$ cat config.mk
export PLATFORM = sky130hd
export DESIGN_NAME = rv32_writeback_flat
export DESIGN_NICKNAME = d
export VERILOG_FILES = /design/src/rtl/rv32_writeback_if.sv /design/src/rtl/rv32_writeback.sv /design/src/flat_wrapper.sv
export SDC_FILE = /design/constraint.sdc
export NUM_CORES = 1
export LEC_CHECK = 0
export CAP_MARGIN = 10
export CORE_MARGIN = 8
export CORE_UTILIZATION = 65
export DETAILED_ROUTE_END_ITERATION = 7
export DONT_BUFFER_PORTS = 1
export HOLD_SLACK_MARGIN = 0.12
export PLACE_DENSITY = 0.81
export SLEW_MARGIN = 30
export SYNTH_ARGS = -nofsm -noshare
export SYNTH_HDL_FRONTEND = slang
export SYNTH_SLANG_ARGS = --single-unit
$ cat constraint.sdc
create_clock -name clk -period 6.6 [get_ports clk]
set_input_delay 1.32 -clock clk [delete_from_list [all_inputs] [get_ports clk]]
set_output_delay 1.32 -clock clk [all_outputs]
set_load 0.02 [all_outputs]
$ cat src/rtl/rv32_writeback_if.sv
// Writeback stage bundle: ALU results, load issue/response, register file port.
// RV32_WB_FWD_EN adds the early-forward outputs.
interface rv32_writeback_if #(
  parameter int XPR_LEN        = 32,
  parameter int REG_ADDR_WIDTH = 5
);
  logic                      alu_valid;
  logic                      alu_ready;
  logic [REG_ADDR_WIDTH-1:0] alu_rd;
  logic [XPR_LEN-1:0]        alu_data;
  logic                      ld_issue;
  logic                      ld_ready;
  logic [REG_ADDR_WIDTH-1:0] ld_rd;
  logic [2:0]                ld_funct3;
  logic [1:0]                ld_addr_lo;
  logic                      ld_resp_valid;
  logic [XPR_LEN-1:0]        ld_resp_data;
  logic                      rf_wen;
  logic [REG_ADDR_WIDTH-1:0] rf_wa;
  logic [XPR_LEN-1:0]        rf_wd;
  logic [31:0]               busy_mask;
`ifdef RV32_WB_FWD_EN
  logic                      fwd_valid;
  logic [REG_ADDR_WIDTH-1:0] fwd_rd;
  logic [XPR_LEN-1:0]        fwd_data;

  modport slave (
    input  alu_valid, alu_rd, alu_data,
    input  ld_issue, ld_rd, ld_funct3, ld_addr_lo,
    input  ld_resp_valid, ld_resp_data,
    output alu_ready, ld_ready,
    output rf_wen, rf_wa, rf_wd, busy_mask,
    output fwd_valid, fwd_rd, fwd_data
  );
  modport master (
    output alu_valid, alu_rd, alu_data,
    output ld_issue, ld_rd, ld_funct3, ld_addr_lo,
    output ld_resp_valid, ld_resp_data,
    input  alu_ready, ld_ready,
    input  rf_wen, rf_wa, rf_wd, busy_mask,
    input  fwd_valid, fwd_rd, fwd_data
  );
`else
  modport slave (
    input  alu_valid, alu_rd, alu_data,
    input  ld_issue, ld_rd, ld_funct3, ld_addr_lo,
    input  ld_resp_valid, ld_resp_data,
    output alu_ready, ld_ready,
    output rf_wen, rf_wa, rf_wd, busy_mask
  );
  modport master (
    output alu_valid, alu_rd, alu_data,
    output ld_issue, ld_rd, ld_funct3, ld_addr_lo,
    output ld_resp_valid, ld_resp_data,
    input  alu_ready, ld_ready,
    input  rf_wen, rf_wa, rf_wd, busy_mask
  );
`endif
endinterface

$ cat src/rtl/rv32_writeback.sv
// Writeback stage: merges ALU results and load responses onto the RF write port.
// Optional macro RV32_WB_FWD_EN: combinational forward of the selected write.
module rv32_writeback #(
  parameter int XPR_LEN        = 32,
  parameter int REG_ADDR_WIDTH = 5,
  parameter int ALU_FIFO_DEPTH = 2
) (
  input  logic            clk,
  input  logic            rst,
  rv32_writeback_if.slave wb
);
  localparam int PW = $clog2(ALU_FIFO_DEPTH);

  typedef logic [REG_ADDR_WIDTH-1:0] ra_t;
  typedef logic [XPR_LEN-1:0]        xd_t;
  typedef enum logic {IDLE, WAIT} st_e;

  st_e                     state_q;
  ra_t                     ld_rd_q;
  logic [2:0]              ld_f3_q;
  logic [1:0]              ld_lo_q;
  ra_t                     fifo_rd_q [ALU_FIFO_DEPTH];
  xd_t                     fifo_wd_q [ALU_FIFO_DEPTH];
  logic [ALU_FIFO_DEPTH-1:0] fifo_v_q;
  logic [PW-1:0]           rp_q;
  logic [PW-1:0]           wp_q;
  logic                    rf_wen_q;
  ra_t                     rf_wa_q;
  xd_t                     rf_wd_q;

  logic        fifo_full;
  logic        fifo_empty;
  logic        acc;
  logic        ld_sel;
  logic        fifo_sel;
  logic        direct;
  logic        push;
  logic        sel_wen;
  ra_t         sel_wa;
  xd_t         sel_wd;
  xd_t         sh;
  xd_t         ld_ext;
  logic [31:0] busy;

  // Ring with per-slot valid: slot at wp is occupied only when full.
  assign fifo_full  = fifo_v_q[wp_q];
  assign fifo_empty = !fifo_v_q[rp_q];
  assign acc        = wb.alu_valid && !fifo_full;
  assign ld_sel     = (state_q == WAIT) && wb.ld_resp_valid;
  assign fifo_sel   = !ld_sel && !fifo_empty;
  assign direct     = !ld_sel && fifo_empty
                      && acc && (wb.alu_rd != '0);
  assign push       = acc && (wb.alu_rd != '0) && !direct;

  always_comb begin
    sh     = '0;
    ld_ext = wb.ld_resp_data;
    unique case (ld_f3_q)
      3'd0, 3'd4: begin
        sh     = wb.ld_resp_data >> {ld_lo_q, 3'b000};
        ld_ext = {{(XPR_LEN-8){sh[7] & ~ld_f3_q[2]}}, sh[7:0]};
      end
      3'd1, 3'd5: begin
        sh     = wb.ld_resp_data >> {ld_lo_q[1], 4'b0000};
        ld_ext = {{(XPR_LEN-16){sh[15] & ~ld_f3_q[2]}}, sh[15:0]};
      end
      default: ld_ext = wb.ld_resp_data;
    endcase
  end

  always_comb begin
    sel_wen = 1'b0;
    sel_wa  = ld_rd_q;
    sel_wd  = ld_ext;
    unique case (1'b1)
      ld_sel: sel_wen = (ld_rd_q != '0);
      fifo_sel: begin
        sel_wen = 1'b1;
        sel_wa  = fifo_rd_q[rp_q];
        sel_wd  = fifo_wd_q[rp_q];
      end
      direct: begin
        sel_wen = 1'b1;
        sel_wa  = wb.alu_rd;
        sel_wd  = wb.alu_data;
      end
      default: ;
    endcase
  end

  always_comb begin
    busy = '0;
    if (state_q == WAIT) busy[ld_rd_q] = 1'b1;
    for (int i = 0; i < ALU_FIFO_DEPTH; i++)
      if (fifo_v_q[i]) busy[fifo_rd_q[i]] = 1'b1;
`ifdef RV32_WB_FWD_EN
    if (sel_wen) busy[sel_wa] = 1'b0;
`endif
    busy[0] = 1'b0;
  end

  always_ff @(posedge clk or posedge rst) begin
    if (rst) begin
      state_q  <= IDLE;
      ld_rd_q  <= '0;
      ld_f3_q  <= '0;
      ld_lo_q  <= '0;
      fifo_v_q <= '0;
      rp_q     <= '0;
      wp_q     <= '0;
      rf_wen_q <= 1'b0;
      rf_wa_q  <= '0;
      rf_wd_q  <= '0;
    end else begin
      unique case (state_q)
        IDLE: if (wb.ld_issue) begin
          state_q <= WAIT;
          ld_rd_q <= wb.ld_rd;
          ld_f3_q <= wb.ld_funct3;
          ld_lo_q <= wb.ld_addr_lo;
        end
        WAIT: if (wb.ld_resp_valid) state_q <= IDLE;
        default: state_q <= IDLE;
      endcase
      if (push) begin
        fifo_v_q[wp_q] <= 1'b1;
        wp_q           <= wp_q + 1'b1;
      end
      if (fifo_sel) begin
        fifo_v_q[rp_q] <= 1'b0;
        rp_q           <= rp_q + 1'b1;
      end
      rf_wen_q <= sel_wen;
      if (sel_wen) begin
        rf_wa_q <= sel_wa;
        rf_wd_q <= sel_wd;
      end
    end
  end

  always_ff @(posedge clk) begin
    if (push) begin
      fifo_rd_q[wp_q] <= wb.alu_rd;
      fifo_wd_q[wp_q] <= wb.alu_data;
    end
  end

  assign wb.alu_ready = !fifo_full;
  assign wb.ld_ready  = (state_q == IDLE);
  assign wb.rf_wen    = rf_wen_q;
  assign wb.rf_wa     = rf_wa_q;
  assign wb.rf_wd     = rf_wd_q;
  assign wb.busy_mask = busy;
`ifdef RV32_WB_FWD_EN
  assign wb.fwd_valid = sel_wen;
  assign wb.fwd_rd    = sel_wa;
  assign wb.fwd_data  = sel_wd;
`endif
endmodule

$ cat src/flat_wrapper.sv
// flat-port wrapper written by rule: the top's interface ports become plain ports
module rv32_writeback_flat 
#(
  parameter int XPR_LEN        = 32,
  parameter int REG_ADDR_WIDTH = 5,
  parameter int ALU_FIFO_DEPTH = 2
)
  (clk, rst, wb_alu_valid, wb_alu_rd, wb_alu_data, wb_ld_issue, wb_ld_rd, wb_ld_funct3, wb_ld_addr_lo, wb_ld_resp_valid, wb_ld_resp_data, wb_alu_ready, wb_ld_ready, wb_rf_wen, wb_rf_wa, wb_rf_wd, wb_busy_mask);
  rv32_writeback_if #(.XPR_LEN(XPR_LEN), .REG_ADDR_WIDTH(REG_ADDR_WIDTH)) wb_i ();
  input  logic clk;
  input  logic rst;
  input wire logic [$bits(wb_i.alu_valid)-1:0] wb_alu_valid;
  input wire logic [$bits(wb_i.alu_rd)-1:0] wb_alu_rd;
  input wire logic [$bits(wb_i.alu_data)-1:0] wb_alu_data;
  input wire logic [$bits(wb_i.ld_issue)-1:0] wb_ld_issue;
  input wire logic [$bits(wb_i.ld_rd)-1:0] wb_ld_rd;
  input wire logic [$bits(wb_i.ld_funct3)-1:0] wb_ld_funct3;
  input wire logic [$bits(wb_i.ld_addr_lo)-1:0] wb_ld_addr_lo;
  input wire logic [$bits(wb_i.ld_resp_valid)-1:0] wb_ld_resp_valid;
  input wire logic [$bits(wb_i.ld_resp_data)-1:0] wb_ld_resp_data;
  output wire logic [$bits(wb_i.alu_ready)-1:0] wb_alu_ready;
  output wire logic [$bits(wb_i.ld_ready)-1:0] wb_ld_ready;
  output wire logic [$bits(wb_i.rf_wen)-1:0] wb_rf_wen;
  output wire logic [$bits(wb_i.rf_wa)-1:0] wb_rf_wa;
  output wire logic [$bits(wb_i.rf_wd)-1:0] wb_rf_wd;
  output wire logic [$bits(wb_i.busy_mask)-1:0] wb_busy_mask;
  assign wb_i.alu_valid = wb_alu_valid;
  assign wb_i.alu_rd = wb_alu_rd;
  assign wb_i.alu_data = wb_alu_data;
  assign wb_i.ld_issue = wb_ld_issue;
  assign wb_i.ld_rd = wb_ld_rd;
  assign wb_i.ld_funct3 = wb_ld_funct3;
  assign wb_i.ld_addr_lo = wb_ld_addr_lo;
  assign wb_i.ld_resp_valid = wb_ld_resp_valid;
  assign wb_i.ld_resp_data = wb_ld_resp_data;
  assign wb_alu_ready = wb_i.alu_ready;
  assign wb_ld_ready = wb_i.ld_ready;
  assign wb_rf_wen = wb_i.rf_wen;
  assign wb_rf_wa = wb_i.rf_wa;
  assign wb_rf_wd = wb_i.rf_wd;
  assign wb_busy_mask = wb_i.busy_mask;
  rv32_writeback #(.XPR_LEN(XPR_LEN), .REG_ADDR_WIDTH(REG_ADDR_WIDTH), .ALU_FIFO_DEPTH(ALU_FIFO_DEPTH)) u_core (.clk(clk), .rst(rst), .wb(wb_i));
endmodule
## Yosys cells after proc, flatten, opt, wreduce, memory -nomap -nowiden

Memories as Yosys holds them, arrays and structs flattened.
Index checks and enable logic that the tools add are counted.

- RAM bits: 74
- Word-level logic and storage cells: 90
- Input port bits: 84
- Memories kept: 2
- Output and inout port bits: 72
- Register bits after elaboration: 53

Memory list:

| name | depth | bits a word | read ports | clocked after Yosys merged registers in | write ports | RTL line | text |
|---|---|---|---|---|---|---|---|
| u_core.fifo_wd_q | 2 | 32 | 1 | 0 | 1 | rv32_writeback.sv:23 | `xd_t fifo_wd_q [ALU_FIFO_DEPTH];` |
| u_core.fifo_rd_q | 2 | 5 | 3 | 0 | 1 | rv32_writeback.sv:22 | `ra_t fifo_rd_q [ALU_FIFO_DEPTH];` |

- Reductions and logical operators: 24
- Shift-type cells: 2
- Bitwise operators: 9
- $lt $le $gt $ge: 10
- Eq/ne operators: 3
- Add/subtract/negate cells: 2
- Muxes and demuxes: 28

Operator list:

| kind | count |
|---|---|
| $pmux W32 S2 | 2 |
| $mux W32 | 3 |
| $or A32 B32 Y32 | 2 |
| $shr A32 B5 Y16 | 1 |
| $shr A32 B5 Y8 | 1 |
| $lt A5 B6 Y1 const B | 3 |
| $demux W1 S5 | 3 |
| $ge A5 B1 Y1 const B | 3 |
| $logic_and A1 B1 Y1 | 13 |
| $mux W1 | 13 |
| $pmux W5 S2 | 1 |
| $reduce_bool A5 Y1 | 2 |
| $eq A3 B3 Y1 const B | 2 |
| $reduce_or A2 Y1 | 3 |
| $logic_not A1 Y1 | 4 |
| $lt A1 B2 Y1 const B | 2 |
| $mux W2 | 2 |
| $pmux W1 S2 | 2 |
| $eq A3 B1 Y1 const B | 1 |
| $logic_not A3 Y1 | 1 |
| $add A1 B1 Y1 const B | 2 |
| $and A1 B1 Y1 | 2 |
| $and A2 B2 Y2 | 1 |
| $demux W1 S1 | 2 |
| other kinds (5) | 7 |

## Depth between registers and ports, before layout

- Depth after elaboration: 11
- Depth in mapped cells: 10
- Mapped depth without buffers: 6

## Worst setup path before layout

No wires, ideal clock.

- Kind: input -> register
- Start: in wb_ld_resp_valid
- End: mem u_core.fifo_rd_q[0][0] in the netlist's numbering, enable pin
- Data required time: 6121 ps
- Buffers on the path: 1
- Arrival: 4388 ps
- Path slack: 1733 ps
- Cell stages on the path: 4
- Cells stage by stage: and2_1 > clkbuf_1 > nor3_1 > nor3_1

- Cells in the longest elaborated chain, start to end: 9

RTL lines:

| what | RTL line | text |
|---|---|---|
| start, declared | flat_wrapper.sv:19 | `input wire logic [$bits(wb_i.ld_resp_valid)-1:0] wb_ld_resp_valid;` |
| $logic_and A1 B1 Y1 | rv32_writeback.sv:49 | `assign ld_sel = (state_q == WAIT) && wb.ld_resp_valid;` |
| $logic_not A1 Y1 | rv32_writeback.sv:51 | `assign direct = !ld_sel && fifo_empty` |
| $logic_and A1 B1 Y1 | rv32_writeback.sv:51 |  |
| $logic_and A1 B1 Y1 (2 in a row) | rv32_writeback.sv:52 | `&& acc && (wb.alu_rd != '0);` |
| $logic_not A1 Y1 | rv32_writeback.sv:53 | `assign push = acc && (wb.alu_rd != '0) && !direct;` |
| $logic_and A1 B1 Y1 | rv32_writeback.sv:53 |  |
| $mux W1 | rv32_writeback.sv:142 | `if (push) begin` |
| $mux W1 (implied by the code) | rv32_writeback.sv:143 | `fifo_rd_q[wp_q] <= wb.alu_rd;` |
| end, declared | rv32_writeback.sv:22 |  |

No other way between the ends.

## Final worst setup path

- Start: reg u_core.state_q
- End: out wb_busy_mask[8]

- Cells in the longest elaborated chain, start to end: 5

RTL lines:

| what | RTL line | text |
|---|---|---|
| start, declared | rv32_writeback.sv:18 | `st_e state_q;` |
| start signal, assigned | rv32_writeback.sv:104 | `state_q <= IDLE;` |
| start signal, assigned | rv32_writeback.sv:117 | `state_q <= WAIT;` |
| start signal, assigned | rv32_writeback.sv:122 | `WAIT: if (wb.ld_resp_valid) state_q <= IDLE;` |
| $mux W32 (*) | rv32_writeback.sv:93 | `if (state_q == WAIT) busy[ld_rd_q] = 1'b1;` |
| $or A32 B32 Y32 (no source line) | - |  |
| $mux W32 (*) | rv32_writeback.sv:95 | `if (fifo_v_q[i]) busy[fifo_rd_q[i]] = 1'b1;` |
| $or A32 B32 Y32 (no source line) | - |  |
| $mux W32 (*) | rv32_writeback.sv:95 |  |
| end, declared | flat_wrapper.sv:26 | `output wire logic [$bits(wb_i.busy_mask)-1:0] wb_busy_mask;` |

Mark *: on every way between the ends. The rest lies on a longest branch, timed or not.

==> results by group <==
Timing
  – Slew margin rel.: between 30% and 40%
  – Layout Skew: between 0.01 and 0.015 ns
  – Final min period: ~3.8 ns
  – Final setup margin: approximately 2.8 ns
  – Setup violations, final: 0
  – Pins Over Slew Limit: 0
  – Worst slew pin tran: about 1 ns
  – Final period util: between 50% and 60%
  – Peak Freq: between 200 and 300 MHz
  – Final Hold Fails: 0
  – RSZ-0062 raised after global routing: false
  – Setup TNS Final: 0 ns

Worst setup path
  – CP max FO: 7
  – WP data arrival: ~2.5 ns
  – Worst EP required: ~5.3 ns
  – Crit path capture type: output port
  – Worst Setup SP: u_core.state_q$_DFF_PP0_
  – R2r startpoint: u_core.fifo_v_q[1]$_DFF_PP0_
  – Setup crit start kind: flip-flop
  – Crit Path Class: reg2out
  – R2R Setup Slk: around 4 ns

Die
  – Die H: roughly 110 um
  – IO Pins: about 160
  – Die area: about 13000 um^2
  – Initial Util: about two thirds
  – Core area: a little under 10000 um^2
  – Die Wd: between 100 and 150 um
  – # rows: 36

Clock network
  – Setup Buffers After CTS: 0
  – Worst skew pair latency: ~0.54 ns
  – H-tree lvl count: 4
  – Num CTS Buffers: 17
  – TritonCTS clock tree: done
  – Clock buffer depth: 2
  – Post-CTS Resized: 0
  – Num Clock Sinks: ~130
  – CTS hold repair buffers: 0
  – Clock Tree Root: clkbuf_8
  – Clk slew on worst S/H paths: 0.06 ns

Synth
  – Synth cell types: just over 50
  – Area share of the largest cell type after synthesis: approximately a third
  – Synthesized area: 6360 um^2
  – Post-synth EDFFs: 74
  – Post-synthesis register bit count: between 100 and 150
  – Sequential share of the synthesized area: a little under three fifths
  – List of most frequent post-synthesis cells: nand2_1 (94), edfxtp_1 (74), dfrtp_1 (53)
  – Most common cell in the netlist: nand2_1
  – Average size of a mapped cell: about 11 um^2
  – Syn Inst Count: 574
  – Ys flop type: edfxtp_1
  – Most area-consuming cells after synthesis: edfxtp_1 (35%), dfrtp_1 (21%), a22oi_1 (6.1%), nand2_1 (5.6%), a222oi_1 (4.7%)
  – Yosys Warn Count: 0
  – Syn_nets: 658
  – FFs w/ async S/R, synth: a little over two fifths
  – Synth area leader: edfxtp_1

Global routing
  – First-pass GRT wire length: around 27000 um
  – Total GRT Usage: between 20% and 30%
  – Antenna violations before repair: 1
  – Largest net degree at the start of global routing: between 50 and 60
  – GRT overflow: 0
  – Vias in the first global route: a little under 5000

Routing
  – Routed wire length: ~18000 um
  – Via/cell ratio: between 7 and 8
  – DRC errors left: 0
  – Vias: just under 5000
  – 1st-pass router iterations: 7
  – Initial DRC Count: between 800 and 900
  – DR WL/cell: between 20 and 30 um
  – Post-route ant nets: 0

Min path
  – Hold path startpoint: u_core.fifo_wd_q[1][19]$_DFFE_PP_
  – Min-delay worst type: reg2reg

Pwr
  – Pwr Total: about 0.0032 W
  – P_leak: 2.67 nW
  – PwrDens: approximately 470 nW/um^2
  – VDD IR-drop max: about 0.00031 V

Final layout
  – Final net count: approximately 630
  – Layout cells sized above 1: a little under an eighth
  – Post-route cell area: ~7000 um^2
  – ANT cells: 0
  – Area Growth Syn to Fin: 9.51%

Outcome
  – Status: complete, no violations

Place
  – Final HPWL DP: between 10000 and 15000 um
  – Gp weighted congestion: 0.879
  – Setup WS pre-CTS: between 3 and 4 ns
  – Port Buf Inserts: 0
  – Dpl cell area: 6360 um^2

Flow run
  – Max Cap Violations: 0
cells by family (layout without fill, tap and decap cells):
kind of cell              count (synthesis)  count (layout)  synth area share, %
AOI/OAI and AO/OA                       186             186                 23.4
and+or+nand+nor                         186             186                 13.7
DFF                                     127             127                 55.8
buffers and inverters                    56              44                 3.96
muxes                                    17              17                 2.89
other                                     1               1               0.0590
xor gates and xnor gates                  1               1                0.138
sequential cells by signal, summed over array words and instances (netlist names):
signal and count:
u_core.rp_q 1, u_core.state_q 1, u_core.fifo_wd_q 64, u_core.wp_q 1, u_core.ld_f3_q 3, u_core.ld_lo_q 2
u_core.fifo_v_q 2, u_core.ld_rd_q 5, u_core.wb.rf_wd 32, u_core.wb.rf_wa 5, u_core.fifo_rd_q 10, u_core.wb.rf_wen 1
placed cells by master (no fill, tap or decap), types with 4 or more instances in the layout:
master      n
nand2_1    94
o221ai_1    7
o21ai_0    11
mux2_2      8
and2_1      4
nor2_1     38
a21oi_1    12
dfrtp_1    53
clkbuf_16  19
a22o_1      7
o211ai_2   10
a222oi_1   30
nor3b_1    11
o211ai_1   12
o21ai_1     4
nand2b_1    4
inv_1       5
and3_1      7
a22oi_1    52
mux2i_1     8
and3b_1     7
a2bb2oi_1   6
buf_4       5
edfxtp_1   74
a31oi_1    15
nor3_1      6
a21o_1      8
worst paths after layout:
check                                               endpoint  cells past startpoint
min in group asynchronous      u_core.ld_lo_q[0]$_DFFE_PP0P_                      1
setup reg to reg           u_core.fifo_wd_q[1][30]$_DFFE_PP_                      4
hold reg to reg              u_core.wb.rf_wd[19]$_DFFE_PP0P_                      2
hold / removal               u_core.wb.rf_wd[19]$_DFFE_PP0P_                      2
max in group asynchronous     u_core.wb.rf_wa[3]$_DFFE_PP0P_                      1
setup / recovery                             wb_busy_mask[8]                      4
per-stage QoR:
| stage | utilization (%) | cells | hold slack [ns] |
|---|---|---|---|
| after CTS | 72.1 | 695 | 0.509 |
| after detailed placement | 66.0 | 663 | 0.499 |
| after global placement | 65.9 | 663 | 0.500 |
| after floorplan | - | 574 | 0.486 |
| after global routing | 72.2 | 695 | 0.526 |
| final | 72.2 | 695 | 0.505 |
worst max-delay path, cell delays in order, from the launching register on:
cell,delay (ns)
dfrtp_1,0.44
inv_1,0.19
nor3_1,0.84
a22oi_1,0.25
nand2_1,0.26
metal layers:
layer / share of wire [%] / GRT usage, %
met4: 3.2 / 12.6
met2: 49 / 44.7
met3: 14 / 13.9
met1: 34 / 28.9
met5: 0.073 / 0
report_power, final:
part / leakage [nW] / internal, W / switching (W)
clock: 0.292 / 0.000570 / 0.000352
combinational: 1.08 / 0.000327 / 0.000566
sequential: 1.30 / 0.00107 / 0.000353
final cells by class:
class	count	area, um^2
Sequential cell	127	3550
Fill cell	686	2680
Multi-Input combinational cell	391	2590
Clock buffer	22	497
Tap cell	133	166
Clock inverter	10	96.3
Timing Repair Buffer	5	37.5
Inverter	7	28.8
No activity file was read; power rests on OpenSTA's default activity.
